File: src/rtl/axi_8bit_splitter.sv
// Stream fork: one 2*DATA_W-bit AXI-Stream word in, high byte and low byte out on
// two independent DATA_W-bit AXI-Stream masters, each buffered by a 2-entry FIFO.
module axi_8bit_splitter #(
   parameter int DATA_W = 8
) (
   input  logic                  clk,
   input  logic                  rst_n,
   input  logic [2*DATA_W-1:0]   s_axis_data,
   input  logic                  s_axis_valid,
   output logic                  s_axis_ready,
   output logic [DATA_W-1:0]     m_axis_data1,
   output logic                  m_axis_valid1,
   input  logic                  m_axis_ready1,
   output logic [DATA_W-1:0]     m_axis_data2,
   output logic                  m_axis_valid2,
   input  logic                  m_axis_ready2
);

   // Lane 0 is FIFO1 (high byte), lane 1 is FIFO2 (low byte).
   logic [DATA_W-1:0] mem_r    [2][2];
   logic [1:0]        cnt_r    [2];
   logic [1:0]        wr_ptr_r;
   logic [1:0]        rd_ptr_r;
   logic [DATA_W-1:0] in_byte_s [2];
   logic [1:0]        pop_s;
   logic [1:0]        valid_s;
   logic              push_s;
   logic              ready_s;

   // Handshake decode; ready depends on registered counts only, never on the consumer readies.
   always_comb begin
      in_byte_s[0] = s_axis_data[2*DATA_W-1:DATA_W];
      in_byte_s[1] = s_axis_data[DATA_W-1:0];
      valid_s[0]   = (cnt_r[0] != 2'd0);
      valid_s[1]   = (cnt_r[1] != 2'd0);
      pop_s[0]     = valid_s[0] && m_axis_ready1;
      pop_s[1]     = valid_s[1] && m_axis_ready2;
      ready_s      = (cnt_r[0] < 2'd2) && (cnt_r[1] < 2'd2) && rst_n;
      push_s       = s_axis_valid && ready_s;
   end

   // FIFO storage, pointers and occupancy for both lanes.
   always_ff @(posedge clk or negedge rst_n) begin
      if (!rst_n) begin
         wr_ptr_r <= 2'b00;
         rd_ptr_r <= 2'b00;
         for (int l = 0; l < 2; l++) begin
            cnt_r[l]    <= 2'd0;
            mem_r[l][0] <= {DATA_W{1'b0}};
            mem_r[l][1] <= {DATA_W{1'b0}};
         end
      end else begin
         for (int l = 0; l < 2; l++) begin
            if (push_s) begin
               mem_r[l][wr_ptr_r[l]] <= in_byte_s[l];
               wr_ptr_r[l]           <= ~wr_ptr_r[l];
            end
            if (pop_s[l]) begin
               rd_ptr_r[l] <= ~rd_ptr_r[l];
            end
            case ({push_s, pop_s[l]})
               2'b10:   cnt_r[l] <= cnt_r[l] + 2'd1;
               2'b01:   cnt_r[l] <= cnt_r[l] - 2'd1;
               default: cnt_r[l] <= cnt_r[l];
            endcase
         end
      end
   end

   assign s_axis_ready  = ready_s;
   assign m_axis_valid1 = valid_s[0];
   assign m_axis_valid2 = valid_s[1];
   assign m_axis_data1  = mem_r[0][rd_ptr_r[0]];
   assign m_axis_data2  = mem_r[1][rd_ptr_r[1]];

endmodule
File: config.mk
export PLATFORM = sky130hd
export DESIGN_NAME = axi_8bit_splitter
export DESIGN_NICKNAME = d
export VERILOG_FILES = /design/src/rtl/axi_8bit_splitter.sv
export SDC_FILE = /design/constraint.sdc
export NUM_CORES = 1
export LEC_CHECK = 0
export CAP_MARGIN = 20
export CELL_PAD_IN_SITES_DETAIL_PLACEMENT = 1
export CELL_PAD_IN_SITES_GLOBAL_PLACEMENT = 1
export CORE_MARGIN = 3
export CORE_UTILIZATION = 43
export DETAILED_ROUTE_END_ITERATION = 10
export GPL_TIMING_DRIVEN = 0
export HOLD_SLACK_MARGIN = 0.15
export PLACE_DENSITY = 0.94
export SKIP_CTS_REPAIR_TIMING = 1
export SYNTH_ARGS = -nofsm -noshare
export SYNTH_HDL_FRONTEND = slang
export SYNTH_SLANG_ARGS = --single-unit
File: constraint.sdc
create_clock -name clk -period 4.01 [get_ports clk]
set_input_delay 0.401 -clock clk [delete_from_list [all_inputs] [get_ports clk]]
set_output_delay 0.401 -clock clk [all_outputs]
set_load 0.01 [all_outputs]
After elaboration in Yosys (flattened, before gate mapping). Cells that the tools add are included.

Input port bits: 21. Flip-flop bits (word level): 40. Output and inout bits: 19.

Equality and inequality tests: 4. Reductions and logical operators: 11. $lt $le $gt $ge: 8. Mux-type cells: 14. $add $sub $neg: 4. Bitwise gates (word level): 8.

Operators by type and width (number): $mux 8 (8); $bwmux 16 (2); $demux 8 s1 (2); $ge 2x2->1 const B (4); $not 1->2 (4); $pmux 2 s2 (2); $reduce_bool 2->1 (4); $logic_and 1x1->1 (7); $add 2x1->2 const B (2); $eq 2x1->1 const B (2); $eq 2x2->1 const B (2); $lt 2x1->1 const B (2); $lt 2x2->1 const B (2); $not 1->1 (4); $sub 2x1->2 const B (2).

Logic depth before layout (Yosys ltp).
Word-level depth: 6. Gate-level depth with buffers: 6.

Worst setup path after synthesis. OpenSTA, ideal clock, no wires.

Path type: reg-to-reg. Start point: register cnt_r[1] (netlist bit). End point: register cnt_r[1] (netlist bit). Slack: 2.456 ns. Stages on the path, launching flop included: 6. Data required time: 3.931 ns. Arrival: 1.475 ns. Cells stage by stage: dfrtp_1 > or2_2 > and2_1 > ha_1 > nor2_1 > xor2_1.

RTL lines: start: declaration (RTL line 21) `logic [1:0] cnt_r [2];`; start signal: indexed assignment (RTL line 62) `2'b10: cnt_r[l] <= cnt_r[l] + 2'd1;`; start signal: indexed assignment (RTL line 63) `2'b01: cnt_r[l] <= cnt_r[l] - 2'd1;`; start signal: indexed assignment (RTL line 64) `default: cnt_r[l] <= cnt_r[l];`; $reduce_bool 2->1 (*) (RTL line 35) `valid_s[1] = (cnt_r[1] != 2'd0);`; via m_axis_valid2 (RTL line 15) `output logic m_axis_valid2,`; $logic_and 1x1->1 (*) (RTL line 37) `pop_s[1] = valid_s[1] && m_axis_ready2;`; via pop_s[1] (RTL line 25) `logic [1:0] pop_s;`; $eq 2x1->1 or $eq 2x2->1 (tied branches) (RTL line 61) `case ({push_s, pop_s[l]})`; $pmux 2 s2 or $reduce_bool 2->1 (tied branches).

Mark *: on every way through the listed nets, which the timed path passes. The rest lies on a longest branch. A chain may end at the register's enable or synchronous reset.

Final worst setup path.
Start point: register rd_ptr_r[0]. End point: output m_axis_data1[7].

Word-level cells in the longest chain between the ends: 4.

RTL lines: start: declaration (RTL line 23) `logic [1:0] rd_ptr_r;`; start signal: indexed assignment (RTL line 59) `rd_ptr_r[l] <= ~rd_ptr_r[l];`; $not 1->2 (implied by the code) (RTL line 73) `assign m_axis_data1 = mem_r[0][rd_ptr_r[0]];`; $mux 8 (implied by the code) (3 in series) (RTL line 73); end: declaration (RTL line 11) `output logic [DATA_W-1:0] m_axis_data1,`.

No other way between the ends. The select of a mux whose other input is x is not followed.

==> qor.yml <==
status: "finished clean"
ioPinCount: 40
antenna_left: 0
p_clk_share_pct: 16.5
critPathCaptureType: "output port"
die_area_um2: 4940
cp-startpoint: "rd_ptr_r[0]$_DFFE_PN0P_"
netlist.area_leader.share_pct: 56.3
cp_max_fo: 9
nets: 184
setup-tns-final_ps: 0
area_growth_pct: 31.1
drtIter0Drc: 27
dr.pass1.iters: 6
rr_startpoint: "cnt_r[3]$_DFFE_PN0P_"
start_kind: "flop"
drc: 0
switchingPower_uw: 573
final.period_utilization_pct: 58.6
post-route-min-period_ps: 2350
synth_top_family_by_area: "multiplexers"
p_per_area_nw_per_um2: 819
netlist_top_cells_count: "mux2_2 (46), dfrtp_1 (40), xnor2_1 (6), xor2_1 (4)"
syn_area_per_cell_um2: 15.4
yosys.area_share.simple_pct: 6.13
synth_compound_area_share_pct: 0
grt_setup_unrepaired: "no"
synthesis.area_um2: 1780
grt-busiest-layer: "met2"
gp_congestion: 0.716
wirelength_um: 3490
core_area_um2: 3830
synth.most_common_cell: "mux2_2"
total_power_mw: 1.91
p_int_mw: 1.33
cts_buffer_depth: 2
htreeDepth: 2
detail_route.wl_per_cell_um: 16.6
slowest_delay_ps: 480
swShare_pct: 30.1
path_class: "reg -> out"
path_clk_slew_ps: 70
worst_ep_arrival_time_ps: 1950
clkSinkCount: 40
crit_chain: "clkbuf_1 -> mux2_2 -> clkdlybuf4s50_1"
critPathSlowestCell: "clkdlybuf4s50_1"
pwr-share-seq_pct: 38.4
placementRows: 22
crit_required_ps: 3610
grt_pass1_wl_um: 6090
synthMuxAreaShare_pct: 30.4
finish.instance_area_um2: 2330
grt_use_met2_pct: 27.5
viasPerCell: 5.13
max_freq_mhz: 426
synth-xor-area-share_pct: 4.93
skew_ps: 5.10
power_frac_comb_pct: 45.1
synth.net_count: 138
synth_edf_count: 0
drive_gt1_share_pct: 38.3
place_area_um2: 2220
synth-seq-cells: 40
grt_pass1_vias: 1267
netlist_instances: 115
slew_headroom_pct: 38.5
yosysWarnings: 0
seq_area_frac_synth_pct: 56.3
synthTopCellsByArea: "dfrtp_1 (56%), mux2_2 (29%), xnor2_1 (3.0%)"
worstMarginPinSlew_ps: 922
grtUsageMet1_pct: 18.5
globalRouteOverflowTotal: 0
grt_max_degree: 43
cts_root_buf: "clkbuf_8"
drv_slew: 0
initial_core_util_pct: 46.4
antenna_cells: 0
hold_viol: 0
max_cap_violations: 0
tritoncts: "yes"
hpwlAfterDp_um: 2520
use_met3_pct: 5.61
vias: 1078
ys_async_sr_fraction_pct: 100
finalSetupViolCount: 0
leakagePower_nw: 1.01
synth_top_cell_by_area: "dfrtp_1"
synthDistinctLibCells: 15
antenna_found_initial: 0
hold_path_class: "in -> async"
synthFlopType: "dfrtp_1"
die_y_um: 70.3
numCtsBuffers: 5
synthAdderAreaFrac_pct: 1.41
grt.total_usage_pct: 15.6
ir_worst_vdd_uv: 349
clk_latency_ps: 290
die_w_um: 70.3
io_buffers: 39
[worst max-delay path: cells and delay by family, from the launching register on]
kind,cells,cell delay (ps)
flip-flops,1,330
buffers and inverters,2,920
multiplexers,1,420
[state kept, by name, indices dropped and copies added, names as in the netlist]
| signal | count |
|---|---|
| mem_r | 32 |
| cnt_r | 4 |
| rd_ptr_r | 2 |
| wr_ptr_r | 2 |
[path summary, 6_finish.rpt]
kind                                          to  slack [ps]  cells past startpoint
min reg2reg                mem_r[27]$_DFFE_PN0P_         500                      1
min                         mem_r[4]$_DFFE_PN0P_         240                      1
max in group asynchronous  mem_r[19]$_DFFE_PN0P_        3180                      1
max                              m_axis_data1[7]        1660                      3
min in group clk           mem_r[27]$_DFFE_PN0P_         500                      1
max reg2reg                 cnt_r[3]$_DFFE_PN0P_        2370                      5
[area by class of cell]
class	count	area (um^2)
inverter	1	6.26
multi-input combinational	72	762
clock buffer	6	72.6
fill	367	1500
clock inverter	2	35.0
timing repair buffer	39	385
sequential	40	1000
buffer	2	7.51
tap	48	60.1
[metrics by stage]
stage | hold slack [ps] | instances | worst slack (ps) | utilization, %
floorplan | 105 | 115 | 2460 | -
global placement | 464 | 202 | 650 | 58.2
detailed placement | 493 | 202 | 1620 | 58.1
CTS | 256 | 210 | 1590 | 60.9
global route | 309 | 210 | 1500 | 60.9
finish | 241 | 210 | 1660 | 60.9
[kinds of logic after synthesis]
family | after synthesis
mux | 48
flops | 40
simple gates | 12
xor+xnor | 10
buf+inv | 3
fa+ha+maj | 2
[metal layers]
metal | vias to the layer above | routed length, um
li1 | 489 | -
met1 | 554 | 1510
met2 | 35 | 1800
met3 | 0 | 184
met4 | 0 | 0
met5 | - | 0
[layout by cell type (no fill, tap or decap), types with 2 or more instances in the layout]
cell type,synthesis,final
clkbuf_1,2,3
nand2_2,2,2
and2_1,2,2
or2_2,2,2
ha_1,2,2
nor2_8,2,2
mux2_2,46,46
clkdlybuf4s50_1,0,38
dfrtp_1,40,40
xnor2_1,6,6
nor2_1,2,2
clkbuf_8,0,5
xor2_1,4,4
mux2_1,2,2
[power groups by stage]
stage / clock [mW] / combinational (mW) / sequential, mW
6_report: 0.314 / 0.861 / 0.733
5_1_grt: 0.349 / 0.927 / 0.765
4_1_cts: 0.329 / 0.878 / 0.734
3_5_place_dp: 0 / 0.866 / 0.741
3_3_place_gp: 0 / 0.838 / 0.714
2_1_floorplan: 0 / 0.518 / 0.699
Note: power is estimated with default switching activity, not from simulation.
